File: config.mk
export PLATFORM = sky130hd
export DESIGN_NAME = mem_arbiter
export DESIGN_NICKNAME = d
export VERILOG_FILES = /design/src/rtl/mem_arbiter_pkg.sv /design/src/rtl/mem_arbiter_rr_picker.sv /design/src/rtl/mem_arbiter.sv
export SDC_FILE = /design/constraint.sdc
export NUM_CORES = 1
export LEC_CHECK = 0
export BUFFER_PORTS_ARGS = -buffer_cell sky130_fd_sc_hd__buf_2
export CAP_MARGIN = 40
export CORE_ASPECT_RATIO = 0.9
export CORE_UTILIZATION = 42
export CTS_CLUSTER_SIZE = 20
export DETAILED_ROUTE_END_ITERATION = 16
export PLACE_DENSITY = 0.72
export SLEW_MARGIN = 40
export SYNTH_ARGS = -nofsm -noshare
export SYNTH_HDL_FRONTEND = slang
export SYNTH_HIERARCHICAL = 1
export SYNTH_SLANG_ARGS = --single-unit
File: constraint.sdc
create_clock -name Clk -period 1.7 [get_ports Clk]
set_input_delay 0.34 -clock Clk [delete_from_list [all_inputs] [get_ports Clk]]
set_output_delay 0.34 -clock Clk [all_outputs]
set_load 0.1 [all_outputs]
File: src/rtl/mem_arbiter_pkg.sv
// mem_arbiter_pkg: shared definitions for the memory arbiter and later
// interconnect blocks.
//   arb_state_e : arbiter state encoding (IDLE / BUSY / RESP)
//   LEN_BYTE/LEN_WORD : encodings of the Length handshake field
//   CNT_W       : width of the per-access timeout counter
//   idx_width() : width of a channel index for an N-channel block (>= 1)
package mem_arbiter_pkg;

  typedef enum logic [1:0] {
    ST_IDLE = 2'd0,
    ST_BUSY = 2'd1,
    ST_RESP = 2'd2
  } arb_state_e;

  localparam logic LEN_BYTE = 1'b0;
  localparam logic LEN_WORD = 1'b1;

  localparam int CNT_W = 16;

  // A single channel still gets a 1-bit index so vectors never collapse to zero width.
  function automatic int idx_width(input int n);
    return (n > 1) ? $clog2(n) : 1;
  endfunction

endpackage

File: src/rtl/mem_arbiter_rr_picker.sv
// rr_picker: combinational round-robin selector.
//   req_i   : request vector, one bit per channel
//   ptr_i   : channel with the highest priority this round
//   valid_o : at least one request is present
//   index_o : first requesting channel at or after ptr_i, wrapping N-1 -> 0
module rr_picker
  import mem_arbiter_pkg::*;
#(
  parameter int N  = 2,
  parameter int IW = idx_width(N)
) (
  input  logic [N-1:0]  req_i,
  input  logic [IW-1:0] ptr_i,
  output logic          valid_o,
  output logic [IW-1:0] index_o
);

  logic [IW:0]   sum_s;
  logic [IW-1:0] cand_s;

  // Scan N candidates starting at ptr_i; the first hit wins.
  always_comb begin
    valid_o = 1'b0;
    index_o = '0;
    sum_s   = '0;
    cand_s  = '0;
    for (int k = 0; k < N; k++) begin
      // One extra bit so ptr+k never overflows before the modulo wrap.
      sum_s = {1'b0, ptr_i} + (IW+1)'(k);
      if (sum_s >= (IW+1)'(N)) begin
        cand_s = IW'(sum_s - (IW+1)'(N));
      end else begin
        cand_s = sum_s[IW-1:0];
      end
      if (!valid_o && req_i[cand_s]) begin
        valid_o = 1'b1;
        index_o = cand_s;
      end else begin
        valid_o = valid_o;
      end
    end
  end

endmodule

File: src/rtl/mem_arbiter.sv
// mem_arbiter: N-channel round-robin arbiter in front of one Memory port.
// Requester side (per channel i):
//   reqEnable/reqRd/reqWr/reqLength[i], reqAddr[i*AW +: AW],
//   reqWrData[i*DW +: DW]  -> request, held until reqRdy[i]
//   reqRdy[i], reqErr[i]   <- one-cycle completion pulse and error flag
//   reqRdData              <- read data broadcast, valid with reqRdy
//   grant                  <- one-hot owner while BUSY/RESP
// Memory side:
//   memEnable/memRd/memWr/memLength/memAddr/memWrData -> access
//   memRdy/memRdData                                  <- completion
// Clk rising edge, Reset asynchronous active-low.
module mem_arbiter
  import mem_arbiter_pkg::*;
#(
  parameter int N       = 2,
  parameter int AW      = 24,
  parameter int DW      = 32,
  parameter int TIMEOUT = 16
) (
  input  logic            Clk,
  input  logic            Reset,
  input  logic [N-1:0]    reqEnable,
  input  logic [N-1:0]    reqRd,
  input  logic [N-1:0]    reqWr,
  input  logic [N-1:0]    reqLength,
  input  logic [N*AW-1:0] reqAddr,
  input  logic [N*DW-1:0] reqWrData,
  output logic [N-1:0]    reqRdy,
  output logic [N-1:0]    reqErr,
  output logic [DW-1:0]   reqRdData,
  output logic [N-1:0]    grant,
  output logic [AW-1:0]   memAddr,
  output logic            memLength,
  output logic            memRd,
  output logic            memWr,
  output logic            memEnable,
  output logic [DW-1:0]   memWrData,
  input  logic            memRdy,
  input  logic [DW-1:0]   memRdData
);

  localparam int IW = idx_width(N);
  // Counter value of the last BUSY cycle allowed before a timeout.
  localparam logic [CNT_W-1:0] TO_LAST = CNT_W'((TIMEOUT > 0) ? (TIMEOUT - 1) : 0);

  arb_state_e       state_q;
  logic [IW-1:0]    ptr_q;
  logic [IW-1:0]    owner_q;
  logic [CNT_W-1:0] cnt_q;
  logic             op_rd_q;
  logic             memEnable_q;
  logic             memRd_q;
  logic             memWr_q;
  logic             memLength_q;
  logic [AW-1:0]    memAddr_q;
  logic [DW-1:0]    memWrData_q;
  logic [N-1:0]     reqRdy_q;
  logic [N-1:0]     reqErr_q;
  logic [DW-1:0]    reqRdData_q;
  logic [N-1:0]     grant_q;

  logic             win_valid_s;
  logic [IW-1:0]    win_idx_s;
  logic [N-1:0]     win_onehot_s;
  logic             win_rd_s;
  logic             win_wr_s;
  logic             win_len_s;
  logic [AW-1:0]    win_addr_s;
  logic [DW-1:0]    win_wdata_s;
  logic             malformed_s;
  logic             timeout_hit_s;
  logic [IW:0]      ptr_sum_s;
  logic [IW-1:0]    ptr_next_s;

  rr_picker #(
    .N  (N),
    .IW (IW)
  ) u_picker (
    .req_i   (reqEnable),
    .ptr_i   (ptr_q),
    .valid_o (win_valid_s),
    .index_o (win_idx_s)
  );

  // Route the winning channel's request fields to the latch inputs.
  always_comb begin
    win_onehot_s = '0;
    win_rd_s     = 1'b0;
    win_wr_s     = 1'b0;
    win_len_s    = LEN_BYTE;
    win_addr_s   = '0;
    win_wdata_s  = '0;
    for (int i = 0; i < N; i++) begin
      if (win_idx_s == IW'(i)) begin
        win_onehot_s[i] = 1'b1;
        win_rd_s        = reqRd[i];
        win_wr_s        = reqWr[i];
        win_len_s       = reqLength[i];
        win_addr_s      = reqAddr[i*AW +: AW];
        win_wdata_s     = reqWrData[i*DW +: DW];
      end else begin
        win_onehot_s[i] = 1'b0;
      end
    end
  end

  // Rd==Wr is neither a read nor a write: answer with an error, never touch Memory.
  assign malformed_s   = (win_rd_s == win_wr_s);
  assign timeout_hit_s = (TIMEOUT != 0) && (cnt_q == TO_LAST);

  // Next round starts just after the channel that was served.
  always_comb begin
    ptr_sum_s = {1'b0, owner_q} + (IW+1)'(1);
    if (ptr_sum_s >= (IW+1)'(N)) begin
      ptr_next_s = '0;
    end else begin
      ptr_next_s = ptr_sum_s[IW-1:0];
    end
  end

  // Arbiter FSM with all outputs registered.
  always_ff @(posedge Clk or negedge Reset) begin
    if (!Reset) begin
      state_q     <= ST_IDLE;
      ptr_q       <= '0;
      owner_q     <= '0;
      cnt_q       <= '0;
      op_rd_q     <= 1'b0;
      memEnable_q <= 1'b0;
      memRd_q     <= 1'b0;
      memWr_q     <= 1'b0;
      memLength_q <= LEN_BYTE;
      memAddr_q   <= '0;
      memWrData_q <= '0;
      reqRdy_q    <= '0;
      reqErr_q    <= '0;
      reqRdData_q <= '0;
      grant_q     <= '0;
    end else begin
      case (state_q)
        ST_IDLE: begin
          if (win_valid_s) begin
            owner_q     <= win_idx_s;
            grant_q     <= win_onehot_s;
            op_rd_q     <= win_rd_s;
            memAddr_q   <= win_addr_s;
            memLength_q <= win_len_s;
            memWrData_q <= win_wdata_s;
            cnt_q       <= '0;
            if (malformed_s) begin
              state_q  <= ST_RESP;
              reqRdy_q <= win_onehot_s;
              reqErr_q <= win_onehot_s;
            end else begin
              state_q     <= ST_BUSY;
              memEnable_q <= 1'b1;
              memRd_q     <= win_rd_s;
              memWr_q     <= win_wr_s;
            end
          end else begin
            state_q <= ST_IDLE;
          end
        end
        ST_BUSY: begin
          cnt_q <= cnt_q + CNT_W'(1);
          // memRdy is checked first so a completion in the timeout cycle still succeeds.
          if (memRdy) begin
            if (op_rd_q) begin
              reqRdData_q <= memRdData;
            end else begin
              reqRdData_q <= reqRdData_q;
            end
            state_q     <= ST_RESP;
            memEnable_q <= 1'b0;
            memRd_q     <= 1'b0;
            memWr_q     <= 1'b0;
            reqRdy_q    <= grant_q;
            reqErr_q    <= '0;
          end else if (timeout_hit_s) begin
            state_q     <= ST_RESP;
            memEnable_q <= 1'b0;
            memRd_q     <= 1'b0;
            memWr_q     <= 1'b0;
            reqRdy_q    <= grant_q;
            reqErr_q    <= grant_q;
          end else begin
            state_q <= ST_BUSY;
          end
        end
        ST_RESP: begin
          state_q  <= ST_IDLE;
          reqRdy_q <= '0;
          reqErr_q <= '0;
          grant_q  <= '0;
          cnt_q    <= '0;
          ptr_q    <= ptr_next_s;
        end
        default: begin
          state_q     <= ST_IDLE;
          memEnable_q <= 1'b0;
          memRd_q     <= 1'b0;
          memWr_q     <= 1'b0;
          reqRdy_q    <= '0;
          reqErr_q    <= '0;
          grant_q     <= '0;
          cnt_q       <= '0;
        end
      endcase
    end
  end

  assign memEnable = memEnable_q;
  assign memRd     = memRd_q;
  assign memWr     = memWr_q;
  assign memLength = memLength_q;
  assign memAddr   = memAddr_q;
  assign memWrData = memWrData_q;
  assign reqRdy    = reqRdy_q;
  assign reqErr    = reqErr_q;
  assign reqRdData = reqRdData_q;
  assign grant     = grant_q;

endmodule

Word-level counts from Yosys, hierarchy flattened
Index checks and enable logic that the tools add are counted.
{"block": "word_totals", "elab_cells": 88, "register_bits": 119}
{"block": "classes", "bitwise": 2, "mux": 45, "n_lt_le_gt_ge": 5, "n_eq_ne": 8, "n_reduce_logical": 8, "addsub": 5}
{"operator": "32-bit two-way mux", "n": 1}
{"operator": "16-bit case mux with 2 select lines", "n": 1}
{"operator": "1-bit two-way mux", "n": 24}
{"operator": "24-bit two-way mux", "n": 1}
{"operator": "2-bit two-way mux", "n": 10}
{"operator": "16-bit by 1-bit adder with 16-bit output, second input constant", "n": 1}
{"operator": "16-bit by 4-bit == test with 1-bit output, second input constant", "n": 1}
{"operator": "16-bit two-way mux", "n": 1}
{"operator": "2-bit case mux with 2 select lines", "n": 4}
{"operator": "1-bit case mux with 3 select lines", "n": 3}
{"operator": "3-bit AND reduction", "n": 2}
{"operator": "1-bit by 1-bit adder with 2-bit output, second input constant", "n": 2}
{"operator": "2-bit greater-or-equal comparator, second input constant", "n": 2}
{"operator": "1-bit by 2-bit < comparator with 1-bit output, second input constant", "n": 2}
{"operator": "2-bit inequality test, second input constant", "n": 2}
{"operator": "2-bit AND reduction", "n": 2}
{"operator": "4-bit AND reduction", "n": 1}
{"operator": "3-bit inequality test, second input constant", "n": 1}
{"operator": "2-bit by 1-bit == test with 1-bit output, second input constant", "n": 1}
{"operator": "2-bit == test, second input constant", "n": 1}
{"operator": "1-bit by 2-bit greater-or-equal comparator with 1-bit output, second input constant", "n": 1}
{"operator": "2-bit logical NOT", "n": 1}
{"operator": "2-bit by 1-bit inequality test with 1-bit output, second input constant", "n": 1}
{"operator": "1-bit NOT", "n": 2}
{"operator": "4 further kinds", "n": 5}

Depth between registers and ports, before layout
{"block": "logic_depth", "ltp_word": 13, "ltp_mapped": 8, "ltp_nobuf": 6}

Hierarchy
The synthesis kept the hierarchy.
{"mod": "mem_arbiter", "seq_area_each_um2": 2977.9, "area_per_inst_um2": 5459.0, "cells_per_inst": 493, "instances": 1}
{"mod": "rr_picker", "seq_area_each_um2": 0.0, "area_per_inst_um2": 17.5, "cells_per_inst": 3, "instances": 1}

Least setup slack after synthesis
OpenSTA, ideal clock, no wires.
{"block": "synth_timing", "kind": "register -> register", "from": "reg cnt_q[0]", "to": "reg reqErr_q[0] (netlist: reqErr[0])", "required_ns": 1.575, "period_less_slack_ns": 1.851, "slack_ns": -0.151, "t_arrival_ns": 1.726, "n_path_buf": 1, "path_stages_with_launch": 7, "path_cell_list": "dfrtp_1 ha_1 and3_1 buf_6 and4_4 o32ai_4 mux2_4"}
{"block": "synth_via", "elab_chain_cells": 3}
{"item": "from (decl)", "line_no": "mem_arbiter.sv:49", "text": "logic [CNT_W-1:0] cnt_q;"}
{"item": "from (signal assigned)", "line_no": "mem_arbiter.sv:165", "text": "cnt_q <= cnt_q + CNT_W'(1);"}
{"item": "16-bit by 4-bit == test with 1-bit output", "line_no": "mem_arbiter.sv:109", "text": "assign timeout_hit_s = (TIMEOUT != 0) && (cnt_q == TO_LAST);"}
{"item": "3-bit inequality test (no line)"}
{"item": "3-bit AND reduction (no line)"}
{"item": "to (signal assigned)", "line_no": "mem_arbiter.sv:153", "text": "reqErr_q <= win_onehot_s;"}
{"item": "to (signal assigned)", "line_no": "mem_arbiter.sv:185", "text": "reqErr_q <= grant_q;"}
{"item": "to (decl)", "line_no": "mem_arbiter.sv:58", "text": "logic [N-1:0] reqErr_q;"}
No other way between the ends.
A chain may end at the register's enable or synchronous reset.

Worst setup path in the final report
{"block": "layout_timing", "from": "reg cnt_q[0]", "to": "reg reqRdy_q[1] (netlist: reqRdy[1])"}
{"block": "layout_via", "elab_chain_cells": 3}
{"item": "16-bit by 4-bit == test with 1-bit output", "line_no": "mem_arbiter.sv:109"}
{"item": "3-bit inequality test (no line)"}
{"item": "3-bit AND reduction (no line)"}
{"item": "to (signal assigned)", "line_no": "mem_arbiter.sv:152", "text": "reqRdy_q <= win_onehot_s;"}
{"item": "to (signal assigned)", "line_no": "mem_arbiter.sv:177", "text": "reqRdy_q <= grant_q;"}
{"item": "to (signal assigned)", "line_no": "mem_arbiter.sv:184", "text": "reqRdy_q <= grant_q;"}
{"item": "to (decl)", "line_no": "mem_arbiter.sv:57", "text": "logic [N-1:0] reqRdy_q;"}
No other way between the ends.

==> flow_summary.yaml <==
sta:
  fin_setup_tns_ns: -0.1314
  fin_hold_ws_ns: 0.1578
  max_freq_ghz: 0.5762
  slew_headroom: 0.6516
  report.final.slew_viol_count: 0
  fin_ws_ns: -0.03547
  tightest_slew_ns: 0.5262
  hold_viol: 0
  rsz0062_at_grt: "true"
  clock_skew_ns: 0.01216
  period_share: 1.021
  period_needed_ns: 1.735
  finalSetupViolations: 4
min_path:
  hold_path.startpoint: "memRdData[7]"
  hold-path-endpoint: "reqRdData[7]$_DFFE_PN0P_"
  hold_depth: 2
  hold_path.class: "input pin to register"
worst_setup_path:
  r2r_setup_slack_ns: -0.04
  cp.arrival_ns: 2.02
  cp-end-kind: "register"
  regToRegStartpoint: "cnt_q[0]$_DFFE_PN0N_"
  crit_chain: "ha_2 > and3_4 > and4_4 > o32ai_4 > mux2_4"
  reg2reg_depth: 5
  critPathKind: "register to register"
  critical_path_required_ns: 1.99
  r2r_end: "reqRdy[1]$_DFFE_PN0P_"
  cp-start-kind: "register"
  critPathTopFamily: "flip-flops"
  cp.buffers_inverters: 0
  slowest_delay_ns: 0.39
  critPathSlowestCell: "dfrtp_1"
  path_max_fanout: 4
global_route:
  antenna_found_initial: 0
  grt_max_degree: 85
  grt_usage: 0.2130
  grt_pass1_vias: 4549
  grt_pass1_wl_mm: 21.68
  grt_overflow: 0
synth:
  synth_commonest_cells: "119 x dfrtp_1, 76 x nand2_1, 72 x o21ai_0"
  ys_seq_area_frac: 0.5438
  ys.flop_type: "dfrtp_1"
  async_reset_ff_frac: 1.000
  netlist_instances: 496
  synth_area_sq_um: 5477
  post-synth-top-count-cell: "dfrtp_1"
  ys_ff_latch: 119
  synth-edff-count: 0
  syn_area_per_cell_sq_um: 11.04
  yosys_warnings: 6
  synth_top_cell_area_share: 0.5438
  ys_top_cells_by_area: "dfrtp_1 54%, mux2i_1 11%, o21ai_0 6.6%"
  post_synth_num_cell_types: 49
  synth_top_area_cell: "dfrtp_1"
  syn_nets: 652
floorplanning:
  initial_core_util: 0.4317
  die_w_um: 122.4
  core_sq_um: 12690
  die_area_sq_um: 13500
  die_y_um: 110.3
  rows: 39
  ios: 253
finish:
  regArea_sq_um: 2978
  drive_gt1_frac: 0.4648
  fin_cells: 946
  area_delta_synth_final_pct: 42.70
  layout.nets: 925
  multi_input_area_sq_um: 2362
  nFillCells: 1068
routing:
  routed_via_density: 4.995
  totalWireLength_mm: 14.44
  drc_errors: 0
  drt_iter0_markers: 175
  final_antenna_net_count: 0
  drtPass1Iterations: 4
  routedWlPerCell_um: 15.27
  vias: 4725
job:
  maxCapViolCount: 0
clock_tree:
  path_clk_slew_ns: 0.06
  cts.sinks: 119
  cts_made_buffers: 17
  clock-root-buffer: "clkbuf_16"
  h-tree-depth: 4
  clk_latency_ns: 0.41
  cts_tree: "yes"
  ctsLongestPathBuffers: 2
status:
  failed_checks: "negative setup slack"
  run_status: "finished with violations"
placement:
  io_buffers: 252
  place.gp.congestion: 0.8414
  dp_cells: 908
  post-dp-hpwl_mm: 10.75
metrics by stage:
stage               cell area (sq um)    util  setup WS, ns
floorplan                        5484       -       -0.1134
global placement                 7091  0.5589      0.009308
detailed placement               7091  0.5589      -0.03035
CTS                              7744  0.6104      -0.02746
global route                     7812  0.6158      -0.09231
finish                           7815  0.6160      -0.03547
worst reg2reg max path, stage by stage, from the launching register on:
cell and delay [ns]:
dfrtp_1 0.39, ha_2 0.19, and3_4 0.18, and4_4 0.18
o32ai_4 0.33, mux2_4 0.34
state kept, by name, summed over array words and instances, names as in the netlist, 2 cells and up:
signal,count
cnt_q,16
reqRdy,2
memWrData,32
reqRdData,32
state_q,2
reqErr,2
memAddr,24
grant,2
what timing repair did:
| action | in CTS | in global routing |
|---|---|---|
| setup endpoints to repair | 5 | 10 |
| cloned | 0 | 1 |
| setup buffers | 1 | 3 |
| gates resized for setup | 0 | 3 |
| hold endpoints to repair | 19 | 0 |
| pin swaps | 0 | 2 |
| hold buffers | 1 | 0 |
layout by cell type, fill, tap and decap left out, types with 3 or more instances in the layout:
| cell | netlist | layout |
|---|---|---|
| bufinv_16 | 0 | 5 |
| buf_2 | 18 | 251 |
| nand2_1 | 76 | 75 |
| mux2_4 | 4 | 4 |
| dfrtp_1 | 119 | 119 |
| buf_4 | 0 | 29 |
| nand4_1 | 4 | 4 |
| and4_1 | 3 | 3 |
| a211o_1 | 3 | 3 |
| nor3_1 | 4 | 4 |
| inv_1 | 6 | 6 |
| nand3_1 | 7 | 7 |
| a21o_1 | 3 | 3 |
| mux2i_1 | 61 | 61 |
| buf_12 | 0 | 5 |
| nand2b_1 | 4 | 4 |
| o21ai_0 | 72 | 72 |
| clkbuf_16 | 0 | 18 |
| a31oi_1 | 9 | 9 |
| mux2_2 | 32 | 32 |
| nor2_1 | 12 | 12 |
| a21oi_1 | 5 | 5 |
| clkinv_2 | 0 | 5 |
cells by family after synthesis:
group | count (synthesis) | share of synthesized area
compound gates | 109 | 0.1181
xor+xnor | 2 | 0.003199
fa+ha+maj | 1 | 0.002284
buf+inv | 39 | 0.03358
flops | 119 | 0.5438
mux | 98 | 0.1903
simple gates | 128 | 0.1088
layout make-up:
cell class,instances,share of cell area
inverter,6,0.002882
sequential,119,0.3810
clock buffer,21,0.05892
tap,164,0.02626
timing repair buffer,287,0.2059
multi-input combinational,338,0.3023
antenna,1,0.0003202
clock inverter,10,0.02241
worst max-delay path by stage:
stage,from,endpoint,depth (start not counted)
3_5_place_dp,cnt_q[0]$_DFFE_PN0N_,reqRdy[1]$_DFFE_PN0P_,5
2_1_floorplan,cnt_q[0]$_DFFE_PN0N_,reqErr[0]$_DFFE_PN0P_,6
6_report,cnt_q[0]$_DFFE_PN0N_,reqRdy[1]$_DFFE_PN0P_,5
4_1_cts,cnt_q[0]$_DFFE_PN0N_,reqErr[0]$_DFFE_PN0P_,5
5_1_grt,cnt_q[0]$_DFFE_PN0N_,reqErr[0]$_DFFE_PN0P_,5
3_3_place_gp,cnt_q[0]$_DFFE_PN0N_,reqErr[0]$_DFFE_PN0P_,5
per-layer routing:
metal	GRT usage	wire (um)
met1	0.2451	5891
met2	0.3636	7323
met3	0.06996	1017
met4	0.09233	211
met5	0	0
Power is left out: the tool's default activity adds up to more than one toggle a clock period on the data nets, which glitch-free logic cannot reach.
